$ cat config.mk
export PLATFORM = sky130hd
export DESIGN_NAME = tone_period_meter_flat
export DESIGN_NICKNAME = d
export VERILOG_FILES = /design/src/rtl/tone_period_meter_if.sv /design/src/rtl/tone_period_meter.sv /design/src/flat_wrapper.sv
export SDC_FILE = /design/constraint.sdc
export NUM_CORES = 1
export LEC_CHECK = 0
export CAP_MARGIN = 20
export CORE_UTILIZATION = 35
export DETAILED_ROUTE_END_ITERATION = 10
export PLACE_DENSITY_LB_ADDON = 0.3
export SYNTH_ARGS = -nofsm -noshare
export SYNTH_HDL_FRONTEND = slang
export SYNTH_SLANG_ARGS = --single-unit
$ cat constraint.sdc
create_clock -name clk -period 3.45 [get_ports clk]
set_input_delay 0.345 -clock clk [delete_from_list [all_inputs] [get_ports clk]]
set_output_delay 0.345 -clock clk [all_outputs]
set_load 0.01 [all_outputs]
$ cat src/rtl/tone_period_meter_if.sv
// Tone measurement bus: the tone line into the meter and the measured results out of it.
// Ports: tone_in (tone line); period, half_high, period_valid, present, sweep_up, sweep_down (results).
interface tone_period_meter_if #(
  parameter int CNT_W = 20
);
  logic             tone_in;
  logic [CNT_W-1:0] period;
  logic [CNT_W-1:0] half_high;
  logic             period_valid;
  logic             present;
  logic             sweep_up;
  logic             sweep_down;

  modport master (
    output tone_in,
    input  period,
    input  half_high,
    input  period_valid,
    input  present,
    input  sweep_up,
    input  sweep_down
  );

  modport slave (
    input  tone_in,
    output period,
    output half_high,
    output period_valid,
    output present,
    output sweep_up,
    output sweep_down
  );
endinterface

$ cat src/rtl/tone_period_meter.sv
// Tone period meter: syncs and deglitches a square wave, then measures period, high time and sweep.
// Ports: clk, rst (async, active high); bus (slave): tone_in in, period/half_high/flags out.
module tone_period_meter #(
  parameter int CNT_W    = 20,
  parameter int FILT_LEN = 4
) (
  input  logic                 clk,
  input  logic                 rst,
  tone_period_meter_if.slave   bus
);

  typedef enum logic [1:0] {
    IDLE,
    ARMED,
    MEASURE
  } state_t;

  localparam logic [CNT_W-1:0] CNT_MAX   = '1;
  localparam logic [CNT_W-1:0] CNT_ONE   = CNT_W'(1);
  localparam logic [7:0]       FILT_LAST = 8'(FILT_LEN - 1);

  logic       r_sync1;
  logic       r_sync2;
  logic [7:0] r_fcnt;
  logic       r_filt;
  logic       r_filt_d;
  logic       r_rise;
  logic       r_fall;

  // Front end: 2-flop sync, hold filter, registered edge strobes.
  always_ff @(posedge clk or posedge rst) begin
    if (rst) begin
      r_sync1  <= 1'b0;
      r_sync2  <= 1'b0;
      r_fcnt   <= '0;
      r_filt   <= 1'b0;
      r_filt_d <= 1'b0;
      r_rise   <= 1'b0;
      r_fall   <= 1'b0;
    end else begin
      r_sync1  <= bus.tone_in;
      r_sync2  <= r_sync1;
      if (r_sync2 == r_filt) begin
        r_fcnt <= '0;
      end else if (r_fcnt == FILT_LAST) begin
        r_filt <= ~r_filt;
        r_fcnt <= '0;
      end else begin
        r_fcnt <= r_fcnt + 8'd1;
      end
      r_filt_d <= r_filt;
      r_rise   <= r_filt & ~r_filt_d;
      r_fall   <= ~r_filt & r_filt_d;
    end
  end

  state_t           r_state;
  logic [CNT_W-1:0] r_cnt;
  logic [CNT_W-1:0] r_hi;
  logic [CNT_W-1:0] r_prev;
  logic [CNT_W-1:0] r_period;
  logic [CNT_W-1:0] r_half;
  logic             r_pv;
  logic             r_present;
  logic             r_up;
  logic             r_down;

  state_t           w_state;
  logic [CNT_W-1:0] w_cnt;
  logic [CNT_W-1:0] w_hi;
  logic [CNT_W-1:0] w_prev;
  logic [CNT_W-1:0] w_period;
  logic [CNT_W-1:0] w_half;
  logic             w_pv;
  logic             w_present;
  logic             w_up;
  logic             w_down;

  // ARMED = first period after IDLE, no previous period to compare.
  // MEASURE = a previous period is held, so sweep flags are meaningful.
  always_comb begin
    w_state   = r_state;
    w_cnt     = r_cnt;
    w_hi      = r_hi;
    w_prev    = r_prev;
    w_period  = r_period;
    w_half    = r_half;
    w_pv      = 1'b0;
    w_present = r_present;
    w_up      = r_up;
    w_down    = r_down;
    unique case (r_state)
      IDLE: begin
        if (r_rise) begin
          w_cnt   = CNT_ONE;
          w_hi    = '0;
          w_state = ARMED;
        end
      end
      ARMED, MEASURE: begin
        w_cnt = r_cnt + CNT_ONE;
        if (r_fall) begin
          w_hi = r_cnt;
        end
        // A rise beats a timeout landing in the same cycle.
        if (r_rise) begin
          w_period  = r_cnt;
          w_half    = r_hi;
          w_pv      = 1'b1;
          w_cnt     = CNT_ONE;
          w_prev    = r_cnt;
          w_present = 1'b1;
          w_up      = (r_state == MEASURE) && (r_cnt < r_prev);
          w_down    = (r_state == MEASURE) && (r_cnt > r_prev);
          w_state   = MEASURE;
        end else if (r_cnt == CNT_MAX) begin
          w_cnt     = '0;
          w_present = 1'b0;
          w_up      = 1'b0;
          w_down    = 1'b0;
          w_state   = IDLE;
        end
      end
      default: begin
        w_state = IDLE;
      end
    endcase
  end

  always_ff @(posedge clk or posedge rst) begin
    if (rst) begin
      r_state   <= IDLE;
      r_cnt     <= '0;
      r_hi      <= '0;
      r_prev    <= '0;
      r_period  <= '0;
      r_half    <= '0;
      r_pv      <= 1'b0;
      r_present <= 1'b0;
      r_up      <= 1'b0;
      r_down    <= 1'b0;
    end else begin
      r_state   <= w_state;
      r_cnt     <= w_cnt;
      r_hi      <= w_hi;
      r_prev    <= w_prev;
      r_period  <= w_period;
      r_half    <= w_half;
      r_pv      <= w_pv;
      r_present <= w_present;
      r_up      <= w_up;
      r_down    <= w_down;
    end
  end

  assign bus.period       = r_period;
  assign bus.half_high    = r_half;
  assign bus.period_valid = r_pv;
  assign bus.present      = r_present;
  assign bus.sweep_up     = r_up;
  assign bus.sweep_down   = r_down;

endmodule

$ cat src/flat_wrapper.sv
// flat-port wrapper written by rule: the top's interface ports become plain ports
module tone_period_meter_flat 
#(
  parameter int CNT_W    = 20,
  parameter int FILT_LEN = 4
)
  (clk, rst, bus_tone_in, bus_period, bus_half_high, bus_period_valid, bus_present, bus_sweep_up, bus_sweep_down);
  tone_period_meter_if #(.CNT_W(CNT_W)) bus_i ();
  input  logic clk;
  input  logic rst;
  input wire logic [$bits(bus_i.tone_in)-1:0] bus_tone_in;
  output wire logic [$bits(bus_i.period)-1:0] bus_period;
  output wire logic [$bits(bus_i.half_high)-1:0] bus_half_high;
  output wire logic [$bits(bus_i.period_valid)-1:0] bus_period_valid;
  output wire logic [$bits(bus_i.present)-1:0] bus_present;
  output wire logic [$bits(bus_i.sweep_up)-1:0] bus_sweep_up;
  output wire logic [$bits(bus_i.sweep_down)-1:0] bus_sweep_down;
  assign bus_i.tone_in = bus_tone_in;
  assign bus_period = bus_i.period;
  assign bus_half_high = bus_i.half_high;
  assign bus_period_valid = bus_i.period_valid;
  assign bus_present = bus_i.present;
  assign bus_sweep_up = bus_i.sweep_up;
  assign bus_sweep_down = bus_i.sweep_down;
  tone_period_meter #(.CNT_W(CNT_W), .FILT_LEN(FILT_LEN)) u_core (.clk(clk), .rst(rst), .bus(bus_i));
endmodule
# Word level (Yosys, flattened, before mapping)
# Index checks and enable logic that the tools add are counted.
# word_totals
input_bits,3
output_inout_bits,44
regBits,100
wordCells,64
# op_classes
bitwise,5
eq_ne,8
n_addsub,2
reduce_logical,12
n_mux,19
order_cmp,2
# op_table
operator,n
2-to-1 mux 20 bit,5
one-hot mux 20 bit (2 select lines),2
"adder 20 x 1 -> 20 bit, second input constant",1
"== test 20 bit, second input constant",1
greater-than comparator 20 bit,1
< comparator 20 bit,1
2-to-1 mux 8 bit,2
AND reduction 2 bit,5
"adder 8 x 1 -> 8 bit, second input constant",1
"== test 8 x 2 -> 1 bit, second input constant",1
2-to-1 mux 1 bit,6
2-to-1 mux 2 bit,3
"inequality test 2 x 1 -> 1 bit, second input constant",2
one-hot mux 2 bit (2 select lines),1
nonzero test 2 bit,2
"inequality test 3 x 1 -> 1 bit, second input constant",1
NOT 1 bit,3
AND reduction 3 bit,1
AND 1 bit,2
"== test 2 x 1 -> 1 bit, second input constant",1
"== test 2 bit, second input constant",1
logical AND 1 bit,2
logical NOT 2 bit,1
OR reduction 2 bit,1
== test 1 bit,1

# Depth between registers and ports, before layout
# depth
word_depth,4
ltp_mapped,8
mapped_depth_nobuf,7

# Worst setup path before layout
# OpenSTA, ideal clock, no wires.
# synth_timing
path_kind,register -> register
start,register u_core.r_state[0]
end,register u_core.r_hi[13]
t_required_ns,3.315
arrival_time_ns,1.580
stages_incl_launch_ff,9
setup_time_ns,0.135
setup_slack_ns,1.735
period_less_slack_ns,1.715
n_path_buf,1
path_cell_list,dfrtp_1 -> inv_1 -> ha_1 -> nor2b_2 -> nor2_1 -> o21ai_0 -> clkbuf_1 -> nand2_1 -> o21ai_0
# synth_via
elab_chain_cells,4
word_cells_on_any_way,9
cone_classes,eq/ne (4); mux (1); reduce/logical (4)
# synth_rtl
item,line_no,rtl
from (decl),tone_period_meter.sv:57,state_t r_state;
from (signal assigned),tone_period_meter.sv:143,r_state <= w_state;
== test 2 x 1 -> 1 bit / == test 2 bit (equally long branches),tone_period_meter.sv:92,unique case (r_state)
OR reduction 2 bit,tone_period_meter.sv:92,
inequality test 2 x 1 -> 1 bit (no source line) / nonzero test 2 bit (equally long branches),n/a,
AND reduction 3 bit (no source line),n/a,
to (signal assigned),tone_period_meter.sv:145,r_hi <= w_hi;
to (decl),tone_period_meter.sv:59,logic [CNT_W-1:0] r_hi;
# Several ways; a longest one is shown, not always the timed one.
# A chain may end at the register's enable or synchronous reset.

# Final worst setup path
# layout_timing
start,register u_core.r_state[1]
end,register u_core.r_prev[10]
# layout_via
elab_chain_cells,3
word_cells_on_any_way,4
cone_classes,eq/ne (2); reduce/logical (2)
# layout_rtl
item,line_no,rtl
== test 2 x 1 -> 1 bit / == test 2 bit (equally long branches),tone_period_meter.sv:92,
OR reduction 2 bit *,tone_period_meter.sv:92,
AND reduction 2 bit (no source line) *,n/a,
to (signal assigned),tone_period_meter.sv:146,r_prev <= w_prev;
to (decl),tone_period_meter.sv:60,logic [CNT_W-1:0] r_prev;
# Every way passes the cells marked *; elsewhere a longest branch is shown, timed or not.

==> results by group <==
Place
  • Pre-CTS setup slack: ~1100 ps
  • DP Area: 5244 sq um
  • Placed cells: ~650
  • Dpl hpwl: 6637 microns
  • Port bufs: between 40 and 50
  • Gpl congestion: 0.8056

Cells and area
  • Layout cell share with drive strength beyond 1: 10.41%
  • Area of the multi-input gates: 1921 sq um
  • Fin util: roughly 43%
  • Layout area overhead: 20.05%
  • Fillers: 1247
  • Sequential cell area: roughly 2500 sq um
  • Final nets: 513
  • Ant diodes: 0
  • Non-filler cells, final: 662
  • Final Cell Area: 5514 sq um

STA
  • Total Neg Setup Slack: 0 ps
  • Final setup fails: 0
  • Crit share post-route: 67.92%
  • Setup repair after global routing missed its margin: no
  • Worst relative slew slack: between 50% and 60%
  • Final worst path period need: 2343 ps
  • Fin. max-slew vios: 0
  • Final setup margin: 1107 ps
  • Fin Clk Skew: 6.752 ps
  • Hold Fails Final Rpt: 0
  • FMAX: approximately 430 MHz
  • Slew @ Worst Pin: 688.4 ps
  • Hold Slack: 352.3 ps

Global routing
  • Grt met1 use: between 20% and 30%
  • First-pass GRT wire length: 15720 microns
  • Met3 Usage GRT: 2.906%
  • Most Crowded Layer GR: met2
  • Pin count of the biggest net entering global routing: 51
  • Gr usage total: 15.03%
  • Grt met2 use: approximately 22%
  • Vias in the first global route: 3075
  • Initial antenna violation count: 0
  • Grt ovf: 0

Route
  • DRT Pass-1 Iters: 4
  • Drt via density: 4.693
  • WL final: around 9200 microns
  • Wire per inst: 13.90 microns
  • Via count: approximately 3100
  • DRT iter0 DRCs: 129
  • ANT nets after route: 0
  • DRC: 0

Critical path
  • Crit path max fanout: 27
  • Reg2reg start: u_core.r_state[1]
  • Crit end category: flip-flop
  • Critical path data arrival time: around 2600 ps
  • WP data required: 3660 ps
  • Timing startpoint of the critical path: u_core.r_state[1]
  • Startpoint types: flip-flop
  • Crit path kind: reg2reg

Floorplan
  • # rows: 41
  • DIE AREA: 13590 sq um
  • I/O pins: 47
  • Core box area: 12720 sq um
  • Die height: approximately 120 microns
  • Die width: around 120 microns
  • Initial Util: about 36%

Power
  • Power Total: 3.282 mW
  • Leakage: 2.505 nW
  • Pwr Density: 595.2 nW/um^2
  • IR drop worst, VDD: 0.3045 mV

Synthesis
  • Post-synth EDFFs: 0
  • Top FF cell, synth: dfrtp_1
  • Gate count of the mapped netlist: 437
  • Syn Nets: 465
  • Post-synth top area share: 54.48%
  • Area contributors post-synth: dfrtp_1 (54%), ha_1 (6.8%), nand2_1 (6.1%), mux2_2 (5.1%), o21ai_0 (4.5%)
  • Syn Area/Cell: around 11 sq um
  • Synthesized area: ~4600 sq um
  • Seq/Total Area, Yosys: 54.48%
  • Yosys warning count: 0
  • Synth cell types: 45
  • Ys async rst share: 100.0%
  • Yosys top cell by area: dfrtp_1
  • Flop and latch count out of synthesis: 100

Worst hold path
  • Hold Path Class: reg2reg
  • Hold Startpoint: u_core.r_sync1

CTS
  • Hold_buf cts: 0
  • Number of CTS-inserted buffers: 9
  • Clk buf depth: 2
  • Buffer count from post-CTS setup fixing: 0
  • CTS tree: built
  • Reg clk slew, reported paths: 70 ps
  • CTS root buf: clkbuf_16
  • Clk_lat worst skew: approximately 340 ps
  • Post-CTS Resized: 0
  • H-tree depth: 3
  • CTS Sinks: 100

Flow run
  • Max Cap Viol: 0

Run status
  • Status: complete, no violations
[where the power goes]
group	total (mW)	internal, mW	switching, mW
Clock	0.924	0.508	0.416
Sequential	1.40	1.30	0.105
Combinational	0.956	0.355	0.601
Total	3.28	2.16	1.12
[sequential cells by signal, summed over array words and instances, names as in the netlist]
register / cells
u_core.bus.period_valid: 1
u_core.r_fcnt: 8
u_core.r_cnt: 20
u_core.r_filt: 1
u_core.r_fall: 1
u_core.bus.present: 1
u_core.bus.sweep_up: 1
u_core.r_rise: 1
u_core.r_state: 2
u_core.bus.sweep_down: 1
u_core.bus.half_high: 20
u_core.r_filt_d: 1
u_core.r_sync2: 1
u_core.r_sync1: 1
u_core.r_prev: 20
u_core.r_hi: 20
[path summary, 6_finish.rpt]
check	to	slack, ps	cells past startpoint
worst max-delay path	u_core.r_prev[10]	1110	6
worst min-delay path	u_core.r_sync2	350	0
worst max register to register	u_core.r_prev[10]	1110	6
worst min register to register	u_core.r_sync2	350	0
max in group asynchronous	u_core.r_hi[9]	2180	3
min in group asynchronous	u_core.r_prev[2]	440	2
[critical path, cell delays in order, from the launching register on]
cell and delay [ps]:
dfrtp_1 390, inv_1 70, ha_1 430, nand2_1 350, inv_2 500, buf_4 340, o21ai_0 120
[cell usage after synthesis (2+ instances only)]
| master | count |
|---|---|
| nor4_1 | 2 |
| mux2_2 | 21 |
| o31ai_1 | 4 |
| a21oi_1 | 7 |
| nand4_1 | 5 |
| nor2b_1 | 4 |
| nand3_1 | 16 |
| xnor2_1 | 8 |
| xor2_1 | 17 |
| nand2_1 | 75 |
| nor2_1 | 33 |
| and3_1 | 6 |
| clkbuf_1 | 11 |
| ha_1 | 25 |
| dfrtp_1 | 100 |
| o211ai_1 | 2 |
| and4_1 | 5 |
| nor3_1 | 2 |
| o21ai_0 | 41 |
| inv_1 | 27 |
| buf_6 | 2 |
[logic make-up after synthesis]
group | count (synthesis) | share of synthesized area, %
buffers and inverters | 42 | 3.786
DFF | 100 | 54.48
adders and majority gates | 25 | 6.810
AOI/OAI and AO/OA | 66 | 8.472
xor gates and xnor gates | 25 | 4.767
muxes | 21 | 5.149
and+or+nand+nor | 158 | 16.54
[cell usage in the layout (no fill, tap or decap), drive strengths merged, types with 2 or more instances in the layout]
master         Yosys  layout
a21oi              8       8
o31ai              4       4
nand3             16      16
o211ai             2       2
xor2              17      17
nor2b              5       5
nor2              33      33
and3               6       6
ha                25      25
xnor2              8       8
nand2             75      75
nand4              6       6
buf                3       5
dfrtp            100     100
clkdlybuf4s50      0      46
clkinv             0       3
clkbuf            11      12
and2               2       2
nor4               3       3
nor3               2       2
and4               6       6
mux2              21      21
inv               28      29
o21ai             42      42
[area by class of cell]
cell class	count	share of cell area, %
Sequential cell	100	45.38
Multi-Input combinational cell	295	34.83
Timing Repair Buffer	51	9.031
Clock buffer	12	4.470
Tap cell	172	3.903
Inverter	28	1.951
Clock inverter	4	0.4311
[per-layer routing]
layer  wire, microns  vias to the layer above  part of all wire, %
met2            4037                       51                   44
met5               0                        -                    0
met3             340                        8                  3.7
met1            4720                     1474                   51
li1                -                     1574                    -
met4             106                        0                  1.2
Power figures use the tool's default switching activity.
